`src/rtl/ad9945_serial_rx.sv`:
```
// ad9945_serial_rx
//   Receive side of the AD9945 3-wire continuous serial write (SL, SCK, SDATA).
//   The pins are oversampled in sys_clk. A frame is a 3-bit start address
//   (A0 first) followed by consecutive 12-bit words (D0 first). The address
//   auto-increments per word. The four AFE registers are held here.
//   Optional build macro: AD9945_RX_SHADOW_EN. When it is defined, words land in
//   shadow registers and are committed only when a frame ends cleanly. A
//   malformed frame is dropped atomically.
module ad9945_serial_rx #(
   parameter int unsigned SYNC_STAGES = 2,
   parameter logic [7:0]  CLAMP_RST   = 8'd128
) (
   input  logic        sys_clk,
   input  logic        rst_n,
   input  logic        SL,
   input  logic        SCK,
   input  logic        SDATA,
   output logic [6:0]  oper,
   output logic [6:0]  ctrl,
   output logic [7:0]  clamp,
   output logic [9:0]  vga_gain,
   output logic        wr_stb,
   output logic [2:0]  wr_addr,
   output logic [11:0] wr_data,
   output logic        frame_done,
   output logic        frame_err
);

   typedef enum logic [1:0] {
      ST_IDLE,
      ST_ADDR,
      ST_DATA
   } state_e;

   // ------------------------------------------------------------------
   // Pin synchronizers and edge detection
   // ------------------------------------------------------------------
   logic [SYNC_STAGES-1:0] sl_sync_q;
   logic [SYNC_STAGES-1:0] sck_sync_q;
   logic [SYNC_STAGES-1:0] sd_sync_q;
   logic                   sl_s;
   logic                   sck_s;
   logic                   sd_s;
   logic                   sl_prev_q;
   logic                   sck_prev_q;
   logic                   sl_rise_q;
   logic                   sl_fall_q;
   logic                   sck_rise_q;
   logic                   sd_q;

   assign sl_s  = sl_sync_q[SYNC_STAGES-1];
   assign sck_s = sck_sync_q[SYNC_STAGES-1];
   assign sd_s  = sd_sync_q[SYNC_STAGES-1];

   // Synchronizer chains. They reset low, so an SL pin that is already low
   // when reset is released does not look like a frame start. A fresh high
   // then low sequence on SL is needed before a frame starts.
   always_ff @(posedge sys_clk or negedge rst_n) begin
      if (!rst_n) begin
         sl_sync_q  <= '0;
         sck_sync_q <= '0;
         sd_sync_q  <= '0;
      end else begin
         sl_sync_q  <= {sl_sync_q[SYNC_STAGES-2:0], SL};
         sck_sync_q <= {sck_sync_q[SYNC_STAGES-2:0], SCK};
         sd_sync_q  <= {sd_sync_q[SYNC_STAGES-2:0], SDATA};
      end
   end

   // Registered edge flags. SDATA is delayed alongside them so the data bit
   // lines up with its SCK rising edge.
   always_ff @(posedge sys_clk or negedge rst_n) begin
      if (!rst_n) begin
         sl_prev_q  <= 1'b0;
         sck_prev_q <= 1'b0;
         sl_rise_q  <= 1'b0;
         sl_fall_q  <= 1'b0;
         sck_rise_q <= 1'b0;
         sd_q       <= 1'b0;
      end else begin
         sl_prev_q  <= sl_s;
         sck_prev_q <= sck_s;
         sl_rise_q  <= sl_s & ~sl_prev_q;
         sl_fall_q  <= ~sl_s & sl_prev_q;
         sck_rise_q <= sck_s & ~sck_prev_q;
         sd_q       <= sd_s;
      end
   end

   // ------------------------------------------------------------------
   // Frame decoder FSM
   // ------------------------------------------------------------------
   state_e      state_q, state_d;
   logic [3:0]  bit_cnt_q, bit_cnt_d;
   logic [2:0]  addr_q, addr_d;
   logic [11:0] word_q, word_d;
   logic        seen_q, seen_d;
   logic        wr_stb_q, wr_stb_d;
   logic [2:0]  wr_addr_q, wr_addr_d;
   logic [11:0] wr_data_q, wr_data_d;
   logic        done_q, done_d;
   logic        err_q, err_d;
   logic [11:0] word_set;
   logic [2:0]  addr_set;

   // State register and the write/frame strobes.
   always_ff @(posedge sys_clk or negedge rst_n) begin
      if (!rst_n) begin
         state_q   <= ST_IDLE;
         bit_cnt_q <= '0;
         addr_q    <= '0;
         word_q    <= '0;
         seen_q    <= 1'b0;
         wr_stb_q  <= 1'b0;
         wr_addr_q <= '0;
         wr_data_q <= '0;
         done_q    <= 1'b0;
         err_q     <= 1'b0;
      end else begin
         state_q   <= state_d;
         bit_cnt_q <= bit_cnt_d;
         addr_q    <= addr_d;
         word_q    <= word_d;
         seen_q    <= seen_d;
         wr_stb_q  <= wr_stb_d;
         wr_addr_q <= wr_addr_d;
         wr_data_q <= wr_data_d;
         done_q    <= done_d;
         err_q     <= err_d;
      end
   end

   // Next-state logic. A completing SCK bit is handled before an SL rise in the
   // same cycle. This lets a 12th bit that arrives with SL rising still count as
   // a whole word.
   always_comb begin
      state_d   = state_q;
      bit_cnt_d = bit_cnt_q;
      addr_d    = addr_q;
      word_d    = word_q;
      seen_d    = seen_q;
      wr_stb_d  = 1'b0;
      wr_addr_d = wr_addr_q;
      wr_data_d = wr_data_q;
      done_d    = 1'b0;
      err_d     = 1'b0;

      word_set  = word_q;
      word_set[bit_cnt_q] = sd_q;
      addr_set  = addr_q;
      addr_set[bit_cnt_q[1:0]] = sd_q;

      case (state_q)
         ST_IDLE: begin
            if (sl_fall_q) begin
               state_d   = ST_ADDR;
               bit_cnt_d = '0;
               addr_d    = '0;
               word_d    = '0;
               seen_d    = 1'b0;
            end
         end
         ST_ADDR: begin
            if (sl_rise_q) begin
               state_d = ST_IDLE;
               err_d   = 1'b1;
            end else if (sck_rise_q) begin
               addr_d = addr_set;
               if (bit_cnt_q == 4'd2) begin
                  state_d   = ST_DATA;
                  bit_cnt_d = '0;
               end else begin
                  bit_cnt_d = bit_cnt_q + 4'd1;
               end
            end
         end
         ST_DATA: begin
            if (sck_rise_q) begin
               if (bit_cnt_q == 4'd11) begin
                  wr_stb_d  = 1'b1;
                  wr_addr_d = addr_q;
                  wr_data_d = word_set;
                  addr_d    = addr_q + 3'd1;
                  word_d    = '0;
                  bit_cnt_d = '0;
                  seen_d    = 1'b1;
               end else begin
                  word_d    = word_set;
                  bit_cnt_d = bit_cnt_q + 4'd1;
               end
            end
            if (sl_rise_q) begin
               state_d = ST_IDLE;
               if ((bit_cnt_d == 4'd0) && seen_d) begin
                  done_d = 1'b1;
               end else begin
                  err_d = 1'b1;
               end
            end
         end
         default: begin
            state_d = ST_IDLE;
         end
      endcase
   end

   // ------------------------------------------------------------------
   // AFE register file
   // ------------------------------------------------------------------
   logic [6:0] oper_q, oper_d;
   logic [6:0] ctrl_q, ctrl_d;
   logic [7:0] clamp_q, clamp_d;
   logic [9:0] gain_q, gain_d;

`ifdef AD9945_RX_SHADOW_EN
   logic [6:0] sh_oper_q, sh_oper_d;
   logic [6:0] sh_ctrl_q, sh_ctrl_d;
   logic [7:0] sh_clamp_q, sh_clamp_d;
   logic [9:0] sh_gain_q, sh_gain_d;

   // Shadow registers. They take every completed word, including one that
   // completes in the same cycle that the frame ends.
   always_ff @(posedge sys_clk or negedge rst_n) begin
      if (!rst_n) begin
         sh_oper_q  <= '0;
         sh_ctrl_q  <= '0;
         sh_clamp_q <= CLAMP_RST;
         sh_gain_q  <= '0;
      end else begin
         sh_oper_q  <= sh_oper_d;
         sh_ctrl_q  <= sh_ctrl_d;
         sh_clamp_q <= sh_clamp_d;
         sh_gain_q  <= sh_gain_d;
      end
   end

   // Shadow update, commit on a clean frame, rollback on a malformed frame.
   // The commit uses the shadow next-state so that a same-cycle final word is
   // included in the commit.
   always_comb begin
      sh_oper_d  = sh_oper_q;
      sh_ctrl_d  = sh_ctrl_q;
      sh_clamp_d = sh_clamp_q;
      sh_gain_d  = sh_gain_q;
      oper_d     = oper_q;
      ctrl_d     = ctrl_q;
      clamp_d    = clamp_q;
      gain_d     = gain_q;
      if (wr_stb_d) begin
         case (wr_addr_d)
            3'd0:    sh_oper_d  = wr_data_d[6:0];
            3'd1:    sh_ctrl_d  = wr_data_d[6:0];
            3'd2:    sh_clamp_d = wr_data_d[7:0];
            3'd3:    sh_gain_d  = wr_data_d[9:0];
            default: ;
         endcase
      end
      if (done_d) begin
         oper_d  = sh_oper_d;
         ctrl_d  = sh_ctrl_d;
         clamp_d = sh_clamp_d;
         gain_d  = sh_gain_d;
      end else if (err_d) begin
         sh_oper_d  = oper_q;
         sh_ctrl_d  = ctrl_q;
         sh_clamp_d = clamp_q;
         sh_gain_d  = gain_q;
      end
   end
`else
   // Direct update. Each completed word lands in its register in the same cycle
   // that wr_stb rises. Addresses 4..7 are strobed but do not change a register.
   always_comb begin
      oper_d  = oper_q;
      ctrl_d  = ctrl_q;
      clamp_d = clamp_q;
      gain_d  = gain_q;
      if (wr_stb_d) begin
         case (wr_addr_d)
            3'd0:    oper_d  = wr_data_d[6:0];
            3'd1:    ctrl_d  = wr_data_d[6:0];
            3'd2:    clamp_d = wr_data_d[7:0];
            3'd3:    gain_d  = wr_data_d[9:0];
            default: ;
         endcase
      end
   end
`endif

   // Visible AFE registers.
   always_ff @(posedge sys_clk or negedge rst_n) begin
      if (!rst_n) begin
         oper_q  <= '0;
         ctrl_q  <= '0;
         clamp_q <= CLAMP_RST;
         gain_q  <= '0;
      end else begin
         oper_q  <= oper_d;
         ctrl_q  <= ctrl_d;
         clamp_q <= clamp_d;
         gain_q  <= gain_d;
      end
   end

   assign oper       = oper_q;
   assign ctrl       = ctrl_q;
   assign clamp      = clamp_q;
   assign vga_gain   = gain_q;
   assign wr_stb     = wr_stb_q;
   assign wr_addr    = wr_addr_q;
   assign wr_data    = wr_data_q;
   assign frame_done = done_q;
   assign frame_err  = err_q;

endmodule

```
`config.mk`:
```
export PLATFORM = sky130hd
export DESIGN_NAME = ad9945_serial_rx
export DESIGN_NICKNAME = d
export VERILOG_FILES = /design/src/rtl/ad9945_serial_rx.sv
export SDC_FILE = /design/constraint.sdc
export NUM_CORES = 1
export LEC_CHECK = 0
export ABC_AREA = 0
export BUFFER_PORTS_ARGS = -buffer_cell sky130_fd_sc_hd__buf_4
export CAP_MARGIN = 20
export CORE_MARGIN = 5
export CORE_UTILIZATION = 38
export CTS_BUF_LIST = sky130_fd_sc_hd__clkbuf_4
export DETAILED_ROUTE_END_ITERATION = 7
export PLACE_DENSITY_LB_ADDON = 0.05
export SLEW_MARGIN = 20
export SYNTH_ARGS = -nofsm -noshare
export SYNTH_HDL_FRONTEND = slang
export SYNTH_SLANG_ARGS = --single-unit
```
`constraint.sdc`:
```
create_clock -name sys_clk -period 3.16 [get_ports sys_clk]
set_clock_uncertainty 0.2 [all_clocks]
set_input_delay 0.158 -clock sys_clk [delete_from_list [all_inputs] [get_ports sys_clk]]
set_output_delay 0.158 -clock sys_clk [all_outputs]
set_load 0.1 [all_outputs]
```
==> run_results.csv <==
group,metric,value,unit
sta,fin_crit,2.43,ns
clock_tree,cts_buffers,9,
clock_tree,clk_pin_slew,0.15,ns
synth,yosysWarnings,0,
global_routing,overflow,0,
die,start_util,38.5,%
layout,diodes,0,
detailed_routing,vias,2778,
sta,report.final.hold_viol_count,0,
clock_tree,ctsResizeCount,0,
die,num_rows,36,
detailed_routing,antenna_left,0,
global_routing,grt_max_degree,84,
detailed_routing,totalWireLength,8780,um
die,core-area,0.00964,sq mm
setup_path,crit_family,"compound AO/OA/AOI/OAI gates",
synth,syn-num-nets,387,
layout,final_common_cell,"dfrtp_1",
layout,final_cell_mix,"82 x dfrtp_1, 58 x buf_4, 53 x a21oi_1, 45 x o21ai_0, 42 x nand2_1",
clock_tree,cts-root-buf,"clkbuf_4",
setup_path,cpPeakStageDelay,0.70,ns
sta,fin_crit_sh,77.0,%
pwr,p_leak,2.14,nW
sta,tns,0,ns
clock_tree,cts_num_sinks,83,
synth,async_flop_share,100,%
die,ioPinCount,55,
global_routing,grt_pass1_wl,14500,um
place,dpl_worst_slack,0.739,ns
run,drv_cap,0,
synth,synth_flop_cell,"dfrtp_1",
detailed_routing,viasPerCell,4.93,
detailed_routing,wl_per_cell,15.6,um
pwr,clkPwrFrac,26.6,%
pwr,switching_share,36.2,%
place,dp_hpwl,5920,um
sta,setup_viol,0,
setup_path,path_common_cell,"o21ai_0",
layout,stdcell_area,0.00438,sq mm
setup_path,worstPathMaxFanout,11,
synth,ys_types,44,
layout,fin_util,45.5,%
die,die_h,109,um
min_path,hp-class,"in -> async",
pwr,p_switching,0.866,mW
synth,syn_avg_cell_area,9.96,sq um
setup_path,cp.arrival,2.55,ns
global_routing,antenna_found_initial,0,
synth,synth_area,0.00371,sq mm
setup_path,worstSetupEndpointType,"flop",
setup_path,worstSetupStartpointType,"flop",
sta,worst_slack,0.725,ns
synth,yosysSeqAreaShare,55.9,%
global_routing,grt_pass1_vias,2695,
sta,worstMarginPinSlew,0.854,ns
layout,area_growth,18.0,%
pwr,pwr-share-seq,48.8,%
sta,rsz0062_at_grt,"no",
place,placed_cells,543,
detailed_routing,drt_iter0_markers,179,
clock_tree,cts_tree,"built",
place,placed_area,0.00420,sq mm
layout,drive_above_1_share,19.1,%
pwr,power_density,545,mW/mm^2
setup_path,critPathSlowestCell,"o211ai_1",
layout,finalNonFillerCells,563,
layout,num-nets-final,439,
setup_path,worstPathCellList,"inv_1, ha_1, buf_4, o211ai_1, o21ai_0, o21ai_0",
detailed_routing,first_pass_iters,4,
pwr,intPower,1.52,mW
pwr,p_comb_share,24.7,%
detailed_routing,drc,0,
clock_tree,cts_buffer_depth,2,
synth,yosys_register_bits,83,
place,gp_congestion,0.801,
setup_path,required,3.28,ns
pwr,ir_worst_vdd,242,uV
synth,netlist_instances,373,
sta,max_freq,411,MHz
die,die-area,0.0119,sq mm
setup_path,crit_type,"reg -> reg",
clock_tree,post_cts_buffers,0,
place,port_buffers,54,
die,die_x,109,um
clock_tree,htree_levels,3,
synth,synth_edf_count,0,
global_routing,grt_use_total,15.8,%
sta,slew_violations,0,
setup_path,path_buf_inv,2,
clock_tree,insertion_delay,0.42,ns
run_status,status,"complete, no violations",
sta,max-slew-margin-rel,42.8,%
-- cell usage after synthesis (all sizes together) (4+ instances only) --
cell | number | share of area (%)
clkbuf | 9 | 0.91
nand3 | 9 | 1.2
nor2b | 5 | 0.84
nand2 | 43 | 4.5
dfrtp | 82 | 55
buf | 13 | 2.5
nor2 | 40 | 4.0
ha | 9 | 3.0
nand2b | 5 | 0.84
o22ai | 4 | 0.67
a21oi | 53 | 7.1
o21ai | 45 | 6.1
mux2i | 12 | 3.2
inv | 14 | 1.5
-- registers in the layout, summed over array words and instances, names as in the netlist, 2 cells and up --
signal and cells:
bit_cnt_q 4, vga_gain 10, wr_addr 3, sd_sync_q 2, word_q 11, addr_q 3, state_q 2, oper 7
clamp 8, sck_sync_q 2, ctrl 7, sl_sync_q 2, wr_data 12
-- path summary, 6_finish.rpt --
path / start / cells after the start / end / slack (ns)
worst max register to register: state_q[0] / 6 / word_q[7] / 0.73
worst min-delay path: rst_n / 2 / frame_err / 0.14
worst max-delay path: state_q[0] / 6 / word_q[7] / 0.73
min in group sys_clk: sck_sync_q[0] / 0 / sck_sync_q[1] / 0.16
worst min register to register: sck_sync_q[0] / 0 / sck_sync_q[1] / 0.16
max in group asynchronous: rst_n / 2 / word_q[2] / 2.09
-- layout make-up --
class / count / area (sq um)
tap: 133 / 166
sequential: 83 / 2080
inverter: 14 / 55.1
multi-input combinational: 254 / 1460
clock buffer: 9 / 67.6
clock inverter: 7 / 75.1
fill: 966 / 5260
timing repair buffer: 63 / 487
-- timing repair --
item	in CTS	in global routing
setup endpoints to repair	0	0
hold endpoints to repair	85	0
hold buffers	4	0
-- metal layers --
metal  share of wire [%]  GRT usage [%]  vias up
met2                  44           22.3       44
met5                   0              0        -
met3                 4.3           3.73        5
met1                  51           24.3     1337
li1                    -              -     1392
met4                0.77           3.88        0
-- kinds of logic (layout without fill, tap and decap cells) --
group | Yosys count | in the layout | synth area share [%]
AO/OA/AOI/OAI | 116 | 116 | 17.2
buffers and inverters | 36 | 93 | 4.88
flip-flops | 83 | 83 | 55.9
multiplexers | 12 | 12 | 3.23
adder cells (fa/ha/maj) | 9 | 9 | 3.03
XOR/XNOR | 1 | 1 | 0.236
AND/OR/NAND/NOR | 116 | 116 | 15.5
-- per-stage QoR --
| step | hold WS, ns | total power [mW] |
|---|---|---|
| finish | 0.136 | 2.39 |
| global route | 0.155 | 2.54 |
| CTS | 0.153 | 2.41 |
| detailed placement | 0.0683 | 1.77 |
| global placement | 0.0688 | 1.76 |
| floorplan | -0.338 | 1.59 |
-- power groups by stage --
stage	Combinational [mW]	Sequential [mW]	Clock [mW]
detailed placement	0.579	1.19	0
global route	0.652	1.18	0.708
finish	0.589	1.17	0.635
CTS	0.583	1.17	0.661
global placement	0.579	1.18	0
floorplan	0.411	1.18	0
No activity file was read; power rests on OpenSTA's default activity.
